File: src/rtl/sevenseg_pkg.sv
// Shared seven-segment definitions: the glyph table used by both the display
// encoder and the switch reader, plus the reader FSM state type.
package sevenseg_pkg;

  // Active-low patterns, bit order {g,f,e,d,c,b,a}
  localparam logic [6:0] SEG_0     = 7'b1000000;
  localparam logic [6:0] SEG_1     = 7'b1111001;
  localparam logic [6:0] SEG_2     = 7'b0100100;
  localparam logic [6:0] SEG_3     = 7'b0110000;
  localparam logic [6:0] SEG_4     = 7'b0011001;
  localparam logic [6:0] SEG_5     = 7'b0010010;
  localparam logic [6:0] SEG_6     = 7'b0000010;
  localparam logic [6:0] SEG_7     = 7'b1111000;
  localparam logic [6:0] SEG_8     = 7'b0000000;
  localparam logic [6:0] SEG_9     = 7'b0011000;
  localparam logic [6:0] SEG_A     = 7'b0001000;
  localparam logic [6:0] SEG_B     = 7'b0000011;
  localparam logic [6:0] SEG_C     = 7'b1000110;
  localparam logic [6:0] SEG_D     = 7'b0100001;
  localparam logic [6:0] SEG_E     = 7'b0000110;
  localparam logic [6:0] SEG_F     = 7'b0001110;
  localparam logic [6:0] SEG_BLANK = 7'b1111111;

  // Table indexed by hex value: GLYPH_TABLE[v] is the glyph for digit v
  localparam logic [15:0][6:0] GLYPH_TABLE = {
    SEG_F, SEG_E, SEG_D, SEG_C, SEG_B, SEG_A, SEG_9, SEG_8,
    SEG_7, SEG_6, SEG_5, SEG_4, SEG_3, SEG_2, SEG_1, SEG_0
  };

  typedef enum logic [1:0] {
    IDLE     = 2'd0,
    SETTLE   = 2'd1,
    EMIT     = 2'd2,
    WAIT_CHG = 2'd3
  } state_e;

endpackage

File: src/rtl/sevenseg_lookup.sv
// Combinational reverse lookup: segment pattern -> {hit, hex value}.
module sevenseg_lookup
  import sevenseg_pkg::*;
(
  input  logic [6:0] pattern,
  output logic       hit,
  output logic [3:0] value
);

  // Glyphs are unique, so at most one table entry can match
  always_comb begin
    hit   = 1'b0;
    value = 4'h0;
    for (int i = 0; i < 16; i++) begin
      if (pattern == GLYPH_TABLE[i]) begin
        hit   = 1'b1;
        value = 4'(i);
      end
    end
  end

endmodule

File: src/rtl/sevenseg_reader.sv
// Switch-entered seven-segment reader: synchronize, debounce, decode and
// hand one result per stable non-blank pattern to the consumer.
module sevenseg_reader
  import sevenseg_pkg::*;
#(
  parameter int STABLE_CYCLES = 4,
  parameter int CNT_W         = 8
) (
  input  logic       clk,
  input  logic       rst_n,
  input  logic [6:0] seg_in,
  output logic [3:0] value,
  output logic       err,
  output logic       valid,
  input  logic       ready,
  output logic       busy
);

  localparam logic [CNT_W-1:0] CNT_MAX = CNT_W'(STABLE_CYCLES - 1);

  logic [6:0]       s1_q, s1_d, s2_q, s2_d, p_q, p_d, e_q;
  logic [CNT_W-1:0] cnt_q, cnt_d;
  state_e           state_q;
  logic [3:0]       value_q;
  logic             err_q, valid_q, busy_q;

  logic             changed, settled, lk_hit;
  logic [3:0]       lk_value;

  assign changed = (s2_q != p_q);
  assign settled = !changed && (cnt_q == CNT_MAX);

  sevenseg_lookup u_lookup (
    .pattern (p_q),
    .hit     (lk_hit),
    .value   (lk_value)
  );

  // Sampling path: two-flop sync, then last-pattern register with a
  // saturating stability count that restarts on every change
  always_comb begin
    s1_d  = seg_in;
    s2_d  = s1_q;
    p_d   = p_q;
    cnt_d = cnt_q;
    if (changed) begin
      p_d   = s2_q;
      cnt_d = '0;
    end else if (cnt_q != CNT_MAX) begin
      cnt_d = cnt_q + 1'b1;
    end
  end

  // Sampling registers
  always_ff @(posedge clk or negedge rst_n) begin
    if (!rst_n) begin
      s1_q  <= SEG_BLANK;
      s2_q  <= SEG_BLANK;
      p_q   <= SEG_BLANK;
      cnt_q <= '0;
    end else begin
      s1_q  <= s1_d;
      s2_q  <= s2_d;
      p_q   <= p_d;
      cnt_q <= cnt_d;
    end
  end

  // Control FSM with registered outputs; e_q remembers the last emitted
  // pattern so a held pattern is never reported twice
  always_ff @(posedge clk or negedge rst_n) begin
    if (!rst_n) begin
      state_q <= IDLE;
      e_q     <= SEG_BLANK;
      value_q <= 4'h0;
      err_q   <= 1'b0;
      valid_q <= 1'b0;
      busy_q  <= 1'b0;
    end else begin
      case (state_q)
        IDLE: begin
          if (changed) begin
            state_q <= SETTLE;
            busy_q  <= 1'b1;
          end
        end
        SETTLE: begin
          if (settled) begin
            if (p_q == SEG_BLANK) begin
              state_q <= IDLE;
              busy_q  <= 1'b0;
            end else begin
              state_q <= EMIT;
              e_q     <= p_q;
              value_q <= lk_hit ? lk_value : 4'h0;
              err_q   <= !lk_hit;
              valid_q <= 1'b1;
            end
          end
        end
        EMIT: begin
          // Outputs frozen until accepted; p/cnt keep tracking meanwhile
          if (ready) begin
            state_q <= WAIT_CHG;
            valid_q <= 1'b0;
            busy_q  <= 1'b0;
          end
        end
        WAIT_CHG: begin
          if (p_q != e_q) begin
            state_q <= SETTLE;
            busy_q  <= 1'b1;
          end
        end
        default: begin
          state_q <= IDLE;
          valid_q <= 1'b0;
          busy_q  <= 1'b0;
        end
      endcase
    end
  end

  assign value = value_q;
  assign err   = err_q;
  assign valid = valid_q;
  assign busy  = busy_q;

endmodule

File: config.mk
export PLATFORM = sky130hd
export DESIGN_NAME = sevenseg_reader
export DESIGN_NICKNAME = d
export VERILOG_FILES = /design/src/rtl/sevenseg_pkg.sv /design/src/rtl/sevenseg_lookup.sv /design/src/rtl/sevenseg_reader.sv
export SDC_FILE = /design/constraint.sdc
export NUM_CORES = 1
export LEC_CHECK = 0
export CORE_ASPECT_RATIO = 1.5
export CORE_MARGIN = 10
export CORE_UTILIZATION = 40
export CTS_CLUSTER_SIZE = 16
export DETAILED_ROUTE_END_ITERATION = 7
export RECOVER_POWER = 25
export SLEW_MARGIN = 20
export SYNTH_ARGS = -nofsm -noshare
export SYNTH_HDL_FRONTEND = slang
export SYNTH_SLANG_ARGS = --single-unit
File: constraint.sdc
create_clock -name clk -period 2.7 [get_ports clk]
set_input_delay 0.405 -clock clk [delete_from_list [all_inputs] [get_ports clk]]
set_output_delay 0.405 -clock clk [all_outputs]
set_load 0.02 [all_outputs]
=== Word-level counts from Yosys, hierarchy flattened ===
Index checks and enable logic that the tools add are counted.

* Register bits: 45
* Output and inout bits: 7
* Logic and storage cells: 101
* Input port bits: 10

* Bitwise logic cells: 1
* Reductions and logical operators: 11
* Multiplexer cells: 49
* Equality and inequality tests: 29
* $add $sub $neg: 1

{| class="wikitable"
|+ Operators by type and width
! kind !! number
|-
| $mux W4 || 9
|-
| $eq A7 B7 Y1 const B || 5
|-
| $mux W1 || 24
|-
| $eq A7 B5 Y1 const B || 3
|-
| $eq A7 B6 Y1 const B || 3
|-
| $mux W8 || 2
|-
| $eq A7 B2 Y1 const B || 2
|-
| $eq A7 B4 Y1 const B || 2
|-
| $mux W2 || 7
|-
| $ne A7 B7 Y1 || 2
|-
| $mux W3 || 4
|-
| $ne A2 B2 Y1 const B || 6
|-
| $add A8 B1 Y8 const B || 1
|-
| $eq A8 B2 Y1 const B || 1
|-
| $ne A8 B2 Y1 const B || 1
|-
| $pmux W2 S4 || 1
|-
| $reduce_and A4 Y1 || 2
|-
| $eq A7 B3 Y1 const B || 1
|-
| $logic_not A7 Y1 || 1
|-
| $reduce_and A5 Y1 || 1
|-
| $eq A2 B2 Y1 const B || 2
|-
| $pmux W1 S4 || 1
|-
| $reduce_bool A2 Y1 || 2
|-
| $reduce_and A3 Y1 || 1
|-
| other kinds (6) || 7
|}

=== Logic depth before layout (Yosys ltp) ===
* Word-level depth: 18
* Depth in mapped cells: 7
* Depth with buffers taken out: 6

=== Cells and area by module ===
From an unflattened synthesis, not the netlist that was laid out.

* Cell total of the unflattened synthesis: 214
* Area total of the unflattened synthesis: 2332.2 um^2

{| class="wikitable"
|+ Modules (own cells, without submodules)
! module !! sequential area each (um^2) !! area an instance (um^2) !! times used !! cells each
|-
| sevenseg_reader || 1161.1 || 1944.4 || 1 || 153
|-
| sevenseg_lookup || 0.0 || 387.9 || 1 || 61
|}

=== Least setup slack after synthesis ===
OpenSTA, ideal clock, no wires.

* Path kind: register to register
* Start point: reg p_q[6]
* End point: reg value_q[3] (netlist: value[3])
* Path buffers: 1
* Period minus slack after synthesis: 1962 ps
* Setup time: 125 ps
* Required time: 2575 ps
* Arrival: 1837 ps
* Stages on the path, launching flop included: 6
* Setup slack: 738 ps
* Cells stage by stage: dfstp_2 buf_2 xnor2_2 nand4_2 nor4b_4 mux2_2

* Longest elaborated chain between the ends: 18
* Elaborated cells on any way between the ends: 47
* Classes of those cells: 17 x eq/ne; 25 x mux; 1 x bitwise; 4 x reduce/logical

{| class="wikitable"
|+ Ends and longest elaborated chain
! item !! RTL line !! RTL
|-
| start: declaration || sevenseg_reader.sv:21 || <nowiki>logic [6:0] s1_q, s1_d, s2_q, s2_d, p_q, p_d, e_q;</nowiki>
|-
| start signal: assignment || sevenseg_reader.sv:64 || <nowiki>p_q <= p_d;</nowiki>
|-
| $eq A7 B7 Y1 || sevenseg_lookup.sv:15 || <nowiki>if (pattern == GLYPH_TABLE[i]) begin</nowiki>
|-
| $mux W1 (16 in a row) || sevenseg_lookup.sv:15 ||
|-
| $mux W4 || sevenseg_reader.sv:95 || <nowiki>value_q <= lk_hit ? lk_value : 4'h0;</nowiki>
|-
| end signal: assignment || sevenseg_reader.sv:95 ||
|-
| end: declaration || sevenseg_reader.sv:24 || <nowiki>logic [3:0] value_q;</nowiki>
|}

Several ways; a longest one is shown, not always the timed one.
A chain may end at the register's enable or synchronous reset.

=== Worst setup path in the final report ===
* Start point: reg p_q[6]
* End point: reg state_q[0]

* Longest elaborated chain between the ends: 5
* Elaborated cells on any way between the ends: 8
* Classes of those cells: 5 x eq/ne; 3 x reduce/logical

{| class="wikitable"
|+ Ends and longest elaborated chain
! item !! RTL line !! RTL
|-
| $ne A7 B7 Y1 || sevenseg_reader.sv:30 || <nowiki>assign changed = (s2_q != p_q);</nowiki>
|-
| $logic_not A1 Y1 || sevenseg_reader.sv:31 || <nowiki>assign settled = !changed && (cnt_q == CNT_MAX);</nowiki>
|-
| $logic_and A1 B1 Y1 || sevenseg_reader.sv:31 ||
|-
| $ne A2 B2 Y1 (no source line) || -- ||
|-
| $reduce_and A4 Y1 (no source line) * || -- ||
|-
| end signal: assignment || sevenseg_reader.sv:73 || <nowiki>state_q <= IDLE;</nowiki>
|-
| end signal: assignment || sevenseg_reader.sv:83 || <nowiki>state_q <= SETTLE;</nowiki>
|-
| end signal: assignment || sevenseg_reader.sv:90 || <nowiki>state_q <= IDLE;</nowiki>
|-
| end: declaration || sevenseg_reader.sv:23 || <nowiki>state_e state_q;</nowiki>
|}

Mark *: on every way between the ends. The rest lies on a longest branch, timed or not.

==> results.sh <==
export IMPL_ir_drop_v=0.000416
export IMPL_synth_seq_area_share=0.522
export IMPL_areaGrowthSynthToFinish_pct=12.7
export IMPL_max_slew_margin=-0.154
export IMPL_cts_sinks=45
export IMPL_cp_arrival_ns=2.30
export IMPL_ant_nets=0
export IMPL_start_util=0.408
export IMPL_combPwrFrac=0.180
export IMPL_antenna_cells=0
export IMPL_grt_overflow_total=0
export IMPL_synth_edff_count=0
export IMPL_netlist_instances=198
export IMPL_setup_tns_ns=0
export IMPL_synth_nets=214
export IMPL_reg2reg_from="p_q[6]"
export IMPL_period_share=0.771
export IMPL_portBuffers=16
export IMPL_synth_seq_cells=45
export IMPL_grt_max_degree=35
export IMPL_routed_top_layer="met4"
export IMPL_crit_chain="xnor2_2 -> nand4_2 -> or2_1 -> o211ai_1 -> mux2i_1"
export IMPL_p_int_mw=1.10
export IMPL_reg2reg_depth=5
export IMPL_routed_wl_mm=3.77
export IMPL_synth_area_per_cell_um2=11.2
export IMPL_cts_resized=0
export IMPL_synth_area_um2=2220
export IMPL_wl_per_cell_um=13.7
export IMPL_placed_area_um2=2400
export IMPL_grt_pass1_wl_mm=6.89
export IMPL_cts_hold_buf=0
export IMPL_cts_root_buf="clkbuf_8"
export IMPL_io_pins=17
export IMPL_swShare=0.276
export IMPL_criticalPathCategory="reg -> reg"
export IMPL_nets=220
export IMPL_clk_pin_slew_worst_paths_ns=0.09
export IMPL_endpoint_kind="register"
export IMPL_worst_pin_slew_ns=1.73
export IMPL_cts_tree="done"
export IMPL_viasPerCell=5.12
export IMPL_rows=33
export IMPL_crit_start="p_q[6]"
export IMPL_hold_violations=0
export IMPL_reg2reg_to="state_q[0]"
export IMPL_slew_violations=35
export IMPL_cts_setup_buffers=0
export IMPL_wl_met3_um=131
export IMPL_dp_hpwl_mm=2.73
export IMPL_slowest_stage="dfstp_2"
export IMPL_totalPowerFinal_mw=1.52
export IMPL_p_per_area_nw_per_um2=608
export IMPL_maxCapViolCount=1
export IMPL_cts_buffers=5
export IMPL_postSynth_asyncResetShare=1.00
export IMPL_drcViolationCount=0
export IMPL_layout_drive_gt1_share=0.234
export IMPL_clkLatencyLatePin_ns=0.29
export IMPL_failed_checks="max-capacitance violations, max-slew violations"
export IMPL_drt_iter0_drc=151
export IMPL_status="finished with violations"
export IMPL_dieHeight_um=111
export IMPL_drt_met1_wl_mm=1.54
export IMPL_path_depth=5
export IMPL_dp_cells=267
export IMPL_ys_flop_type="dfstp_2"
export IMPL_clkPwrFrac=0.309
export IMPL_rrSetupSlack_ns=0.62
export IMPL_wl_met2_mm=2.02
export IMPL_dieArea_um2=9010
export IMPL_max_stage_delay_ns=0.74
export IMPL_finalSetupViolCount=0
export IMPL_stdcell_count=275
export IMPL_die_x_um=80.9
export IMPL_required_ns=2.92
export IMPL_startpoint_type="register"
export IMPL_crit_fanout=16
export IMPL_post_route_min_period_ns=2.08
export IMPL_path_buf_inv=0
export IMPL_cpLargestDelayFamily="flip-flops"
export IMPL_htree_num_levels=2
export IMPL_grt_pass1_vias=1514
export IMPL_p_leak_nw=0.979
export IMPL_grt_usage=0.0930
export IMPL_switchingPower_mw=0.421
export IMPL_dr_pass1_iters=4
export IMPL_synth_cell_types=50
export IMPL_grt_antenna_before_repair=0
export IMPL_endpoint="state_q[0]"
export IMPL_rsz0062_at_grt="false"
export IMPL_p_seq_frac=0.511
export IMPL_clock_skew_final_ns=0.00878
export IMPL_fin_area_um2=2510
export IMPL_core_area_um2=5450
export IMPL_fmax_mhz=480
export IMPL_hold_class="reg -> reg"
export IMPL_route_vias_total=1409
export IMPL_whs_ns=0.358
export IMPL_ys_warnings_count=0
export IMPL_clockBufferDepth=2
export IMPL_place_gp_congestion=0.815
-- synthesized netlist by cell type, types with 2 or more instances --
| cell type | instances | area share |
|---|---|---|
| nor4b_1 | 2 | 0.0079 |
| and3_1 | 2 | 0.0056 |
| dfstp_2 | 28 | 0.33 |
| xnor2_1 | 16 | 0.063 |
| o21ai_0 | 3 | 0.0067 |
| inv_1 | 8 | 0.013 |
| mux2_2 | 8 | 0.040 |
| buf_2 | 5 | 0.011 |
| nand4_1 | 4 | 0.011 |
| nand2b_1 | 4 | 0.011 |
| nand2_1 | 5 | 0.0084 |
| o221ai_1 | 2 | 0.0079 |
| a31oi_1 | 4 | 0.011 |
| o31ai_1 | 3 | 0.010 |
| mux2i_1 | 4 | 0.018 |
| nor2_1 | 16 | 0.027 |
| clkbuf_1 | 11 | 0.019 |
| nand3_1 | 8 | 0.018 |
| dfrtp_1 | 17 | 0.19 |
| ha_1 | 6 | 0.034 |
| buf_1 | 2 | 0.0034 |
| o22ai_1 | 3 | 0.0084 |
| nor3_1 | 6 | 0.013 |
| xor2_1 | 5 | 0.020 |
-- cells by family (layout without fill, tap and decap cells) --
group | count (synthesis) | after routing | share of synthesized area
AOI/OAI and AO/OA | 27 | 27 | 0.0861
xor gates and xnor gates | 22 | 22 | 0.0900
adders and majority gates | 6 | 6 | 0.0337
buffers and inverters | 27 | 34 | 0.0517
DFF | 45 | 45 | 0.522
muxes | 13 | 13 | 0.0636
and+or+nand+nor | 58 | 58 | 0.153
-- worst min-delay path by stage --
stage	start	to	slack, ns	cells past startpoint
finish	s1_q[3]	s2_q[3]	0.36	0
global route	s1_q[6]	s2_q[6]	0.37	0
CTS	rst_n	value[0]	0.19	1
detailed placement	s1_q[6]	s2_q[6]	0.35	0
global placement	s1_q[1]	s2_q[1]	0.35	0
floorplan	rst_n	busy	0.11	0
-- routing by layer --
metal	global-route usage	vias up
met2	0.156	24
met5	0	-
met1	0.105	690
met4	0.0463	0
li1	-	690
met3	0.0225	5
-- power by group through the flow --
stage          logic (mW)  clock network, mW  registers [mW]
5_1_grt             0.313              0.522           0.788
6_report            0.274              0.471           0.779
2_1_floorplan       0.202                  0           0.781
4_1_cts             0.284              0.488           0.782
3_3_place_gp        0.280                  0           0.793
3_5_place_dp        0.283                  0           0.793
-- flip-flops by register name, summed over array words and instances (netlist names), 2 cells and up --
name	flops
e_q	7
value	4
s2_q	7
cnt_q	8
p_q	7
state_q	2
s1_q	7
-- final cells by class --
type / instances / area [µm²]
fill: 534 / 2940
multi-input combinational: 126 / 948
inverter: 8 / 30.0
clock inverter: 2 / 16.3
sequential: 45 / 1160
tap: 70 / 87.6
timing repair buffer: 18 / 169
clock buffer: 6 / 93.8
-- through the flow --
step           setup WS (ns)   util
2_1_floorplan          0.738      -
3_3_place_gp           0.638  0.440
3_5_place_dp           0.605  0.440
4_1_cts                0.593  0.460
5_1_grt                0.433  0.460
6_report               0.618  0.460
-- placed cells by master, fill, tap and decap left out, types with 2 or more instances in the layout --
cell and n:
ha_1 6, dlygate4sd3_1 7, a31oi_1 4, dfrtp_1 17, nor2_1 16, clkdlybuf4s50_1 8, buf_4 2, nand2_1 5
o221ai_1 2, xnor2_1 16, nand3_1 8, and3_1 2, o22ai_1 3, nor4b_1 2, o31ai_1 3, nand2b_1 4
nand4_1 4, dfstp_2 21, dfstp_1 7, o21ai_0 3, clkbuf_8 5, mux2i_1 4, inv_1 8, mux2_2 8
nor3_1 6, xor2_1 5
Power figures use the tool's default switching activity.
